==> config.mk <==
export PLATFORM = sky130hd
export DESIGN_NAME = param_sp_ram
export DESIGN_NICKNAME = d
export VERILOG_FILES = /design/src/rtl/param_sp_ram.sv
export SDC_FILE = /design/constraint.sdc
export NUM_CORES = 1
export LEC_CHECK = 0
export ABC_AREA = 1
export BUFFER_PORTS_ARGS = -buffer_cell sky130_fd_sc_hd__buf_2
export CORE_ASPECT_RATIO = 0.75
export CORE_MARGIN = 1
export CORE_UTILIZATION = 61
export DETAILED_ROUTE_END_ITERATION = 8
export GPL_TIMING_DRIVEN = 0
export PLACE_DENSITY = 0.79
export REMOVE_ABC_BUFFERS = 1
export SETUP_SLACK_MARGIN = 0.5
export SLEW_MARGIN = 15
export SYNTH_ARGS = -nofsm -noshare
export SYNTH_HDL_FRONTEND = slang
export SYNTH_SLANG_ARGS = --single-unit
==> constraint.sdc <==
create_clock -name clk -period 2.1 [get_ports clk]
set_input_delay 0.105 -clock clk [delete_from_list [all_inputs] [get_ports clk]]
set_output_delay 0.105 -clock clk [all_outputs]
set_load 0.03 [all_outputs]
==> src/rtl/param_sp_ram.sv <==
// Parametrised single-port synchronous RAM with byte-lane writes, 1- or 2-cycle read latency,
// selectable read-during-write behaviour and a post-reset clear sweep.
module param_sp_ram #(
    parameter int                DATA_W   = 8,
    parameter int                ADDR_W   = 4,
    parameter int                RD_LAT   = 1,
    parameter int                WR_MODE  = 0,
    parameter logic [DATA_W-1:0] INIT_VAL = '0
) (
    input  logic                clk,
    input  logic                rst_n,
    input  logic                req,
    input  logic                we,
    input  logic [ADDR_W-1:0]   addr,
    input  logic [DATA_W/8-1:0] be,
    input  logic [DATA_W-1:0]   wdata,
    output logic                ready,
    output logic                init_busy,
    output logic [DATA_W-1:0]   rdata,
    output logic                rvalid,
    output logic                dbg_state_o
);
    localparam int DEPTH = 2 ** ADDR_W;
    localparam int NB    = DATA_W / 8;

    typedef enum logic {ST_INIT, ST_RUN} state_e;

    state_e              state_q, state_d;
    logic [ADDR_W-1:0]   sweep_q, sweep_d;
    logic [DATA_W-1:0]   mem [DEPTH];

    logic                acc;
    logic [DATA_W-1:0]   old_word;
    logic [DATA_W-1:0]   merged;
    logic                resp_valid;
    logic [DATA_W-1:0]   resp_data;
    logic                out_valid;
    logic [DATA_W-1:0]   out_data;
    logic                mem_we;
    logic [ADDR_W-1:0]   mem_waddr;
    logic [DATA_W-1:0]   mem_wdata;
    logic                rvalid_q;
    logic [DATA_W-1:0]   rdata_q;

    always_ff @(posedge clk or negedge rst_n) begin
        if (!rst_n) begin
            state_q <= ST_INIT;
            sweep_q <= '0;
        end else begin
            state_q <= state_d;
            sweep_q <= sweep_d;
        end
    end

    always_comb begin
        state_d = state_q;
        sweep_d = sweep_q;
        case (state_q)
            ST_INIT: begin
                sweep_d = sweep_q + 1'b1;
                if (sweep_q == {ADDR_W{1'b1}}) state_d = ST_RUN;
            end
            ST_RUN:  state_d = ST_RUN;
            default: state_d = ST_INIT;
        endcase
    end

    assign ready       = (state_q == ST_RUN);
    assign init_busy   = (state_q == ST_INIT);
    assign dbg_state_o = (state_q == ST_RUN);

    // Handshake: a request transfers on a rising edge where req && ready; there is no
    // back-pressure on the response side, rvalid is a single-cycle strobe.
    assign acc      = req && ready;
    assign old_word = mem[addr];

    always_comb begin
        merged = old_word;
        for (int k = 0; k < NB; k++) begin
            if (be[k]) merged[8*k +: 8] = wdata[8*k +: 8];
        end
    end

    assign resp_valid = acc && (!we || (WR_MODE != 2));
    assign resp_data  = (we && (WR_MODE == 1)) ? merged : old_word;

    // rst_n gates the array write so an edge seen while reset is held does nothing.
    assign mem_we    = rst_n && (init_busy || (acc && we));
    assign mem_waddr = init_busy ? sweep_q : addr;
    assign mem_wdata = init_busy ? INIT_VAL : merged;

    always_ff @(posedge clk) begin
        if (mem_we) mem[mem_waddr] <= mem_wdata;
    end

    generate
        if (RD_LAT == 2) begin : g_lat2
            logic              s1_valid_q;
            logic [DATA_W-1:0] s1_data_q;

            always_ff @(posedge clk or negedge rst_n) begin
                if (!rst_n) begin
                    s1_valid_q <= 1'b0;
                    s1_data_q  <= '0;
                end else begin
                    s1_valid_q <= resp_valid;
                    if (resp_valid) s1_data_q <= resp_data;
                end
            end

            assign out_valid = s1_valid_q;
            assign out_data  = s1_data_q;
        end else begin : g_lat1
            assign out_valid = resp_valid;
            assign out_data  = resp_data;
        end
    endgenerate

    // rdata only moves together with an rvalid strobe, otherwise it holds.
    always_ff @(posedge clk or negedge rst_n) begin
        if (!rst_n) begin
            rvalid_q <= 1'b0;
            rdata_q  <= '0;
        end else begin
            rvalid_q <= out_valid;
            if (out_valid) rdata_q <= out_data;
        end
    end

    assign rvalid = rvalid_q;
    assign rdata  = rdata_q;

endmodule
==> results.ini <==
[sta]
final.setup.tns_ns=0
setup_ws_ns=0.310
setup_viol=0
drv_slew=0
fin_crit_sh_pct=85.2
max_clock_freq_mhz=559
relSlewSlack_pct=47.6
hold_viol=0
min_period_ns=1.79
rsz0062_at_grt=yes
hold-worst-slack_ns=0.100
skew_ns=0.0166
tightest_slew_ns=0.784

[synth]
ys_types=22
seq_area_frac_synth_pct=66.1
synth_seq_cells=142
syn_area_um2=6350
synth_cells=638
ys_warn_count=0
syn_avg_cell_area_um2=9.95

[drt]
routed_wl_um=20800
num_vias=5330
wl_per_cell_um=24.3
drt-pass1-iter-count=5
vias_per_cell=6.23
drt_iter0_drc=705
drc=0
postRouteAntennaNets=0

[grt]
grt_pass1_wl_um=26400
grt_antenna_before_repair=0
grt.total_usage_pct=34.4
gr-total-overflow=0
grt_max_degree=66
first_global_vias=5042

[run]
cap_violations=0

[power_and_ir_drop]
power.internal_mw=5.40
p_sw_mw=1.78
swShare_pct=24.8
power.density_nw_per_um2=859
p_clk_share_pct=45.3
p_comb_share_pct=10.6
cellLeakagePower_nw=3.50
seqPwrFrac_pct=44.1
power_mw=7.18
ir_drop_mv=0.780

[clock_network]
ctsRootBufferMaster=clkbuf_16
tritoncts=done
cts_num_sinks=142
numCtsBuffers=17
htreeDepth=4
clock_latency_ns=0.43
clkTransAtPathRegs_ns=0.07
cts_buffer_depth=2

[worst_setup_path]
critPathMaxFanout=16
cp.arrival_ns=1.96
critPathLaunchType=flop
crit_chain=inv_1 -> nand2_2 -> nand3_2 -> nand3_2 -> nand3_2 -> nand3_2 -> nand2_2 -> clkinvlp_4 -> buf_12
crit_family=simple AND/OR/NAND/NOR gates
slowest_stage=edfxtp_1
worst_ep_required_time_ns=2.27
cpMostUsedCell=nand3_2
path_buf_inv=3
crit_path_end_kind=flop
worstSetupPathType=reg2reg
cp_slowest_stage_delay_ns=0.42

[place]
placed_area_um2=6420
place_ws_ns=-1.45
dp.cells=769
portBuffers=28
place_congestion=0.833
hpwl_um=7890

[run_status]
status=finished, final reports clean

[floorplanning]
core.rowCount=31
io_pins=29
die_w_um=120
initial_core_util_pct=64.2
die_h_um=90.4
core_area_um2=9890
die-area_um2=10800

[cells_and_area]
final_cell_area_um2=8360
antenna_cells=0
layout-area-overhead-vs-synth_pct=31.8
drive_above_1_share_pct=31.7
nets=728
utilization_pct=84.6
layout.cells.non_filler=855

[hold_path]
hp-class=in2reg

-- cell usage after synthesis, drive strengths merged --
master	number	area (um2)
nand2	240	903
edfxtp	128	3840
nand3	93	480
inv	85	319
nor2	36	135
buf	28	228
dfrtp	14	350
a21oi	4	23.8
o21ai	4	20.0
a21boi	1	7.51
clkbuf	1	3.75
clkinv	1	3.75
ha	1	12.5
xnor2	1	8.76
xor2	1	8.76
-- layer usage --
metal  track usage, %  wire length [um]
met1             39.7              6520
met2             55.1              9960
met3             9.22              2430
met4             25.6              1910
met5                0                 0
-- flip-flops by register name, summed over array words and instances (netlist names) --
register     count
mem            128
dbg_state_o      1
rvalid           1
sweep_q          4
rdata            8
-- layout by cell type, fill, tap and decap left out, types with 17 or more instances in the layout --
cell / count
nand3_2: 45
buf_4: 22
nand3_1: 40
nand2_1: 223
buf_2: 24
clkbuf_16: 17
buf_12: 18
edfxtp_1: 128
inv_1: 66
clkinvlp_4: 21
-- cell type report --
| cell class | count | area (um2) |
|---|---|---|
| flip-flops and latches | 142 | 4200 |
| well taps | 132 | 165 |
| repair inverters | 2 | 15.0 |
| inverters | 86 | 375 |
| multi-input cells | 381 | 2160 |
| clock inverters | 14 | 191 |
| fillers | 447 | 1530 |
| repair buffers | 80 | 825 |
| clock buffers | 18 | 439 |
-- tightest hold or removal path: stages --
cell	delay (ns)
buf_2	0.13
nand2_4	0.12
nand2_1	0.09
nand2_1	0.05
-- kinds of logic after synthesis --
kind of cell / count (synthesis) / synth area share [%]
AOI/OAI and AO/OA: 9 / 0.808
xor gates and xnor gates: 2 / 0.276
adders and majority gates: 1 / 0.197
buffers and inverters: 115 / 8.73
DFF: 142 / 66.1
and+or+nand+nor: 369 / 23.9
-- timing repair --
action                                 4_1_cts  5_1_grt
resized for setup                           79       96
setup endpoints to repair                  265      267
hold buffers                                 1        0
pin swaps                                   17       48
cloned                                       1        1
buffers inserted                            40       11
endpoints found under the hold margin       14        0
-- final timing paths --
kind / startpoint / endpoint / slack (ns) / cells after the start
hold reg to reg: rdata[2]$_DFFE_PN0N_ / rdata[2]$_DFFE_PN0N_ / 0.49 / 2
max in group asynchronous: rst_n / dbg_state_o$_DFF_PN0_ / 1.20 / 2
setup reg to reg: mem[0][6]$_DFFE_PP_ / mem[11][6]$_DFFE_PP_ / 0.31 / 9
hold / removal: req / rdata[0]$_DFFE_PN0N_ / 0.10 / 4
setup / recovery: mem[0][6]$_DFFE_PP_ / mem[11][6]$_DFFE_PP_ / 0.31 / 9
min in group asynchronous: rst_n / rdata[2]$_DFFE_PN0N_ / 0.35 / 2
-- power groups by stage --
stage | sequential (mW) | clock (mW) | combinational [mW]
global route | 3.17 | 3.37 | 0.790
detailed placement | 3.22 | 0 | 0.457
finish | 3.17 | 3.25 | 0.762
CTS | 3.16 | 3.20 | 0.592
floorplan | 3.26 | 0 | 0.226
global placement | 3.22 | 0 | 0.445
(Power assumes the default switching activity.)
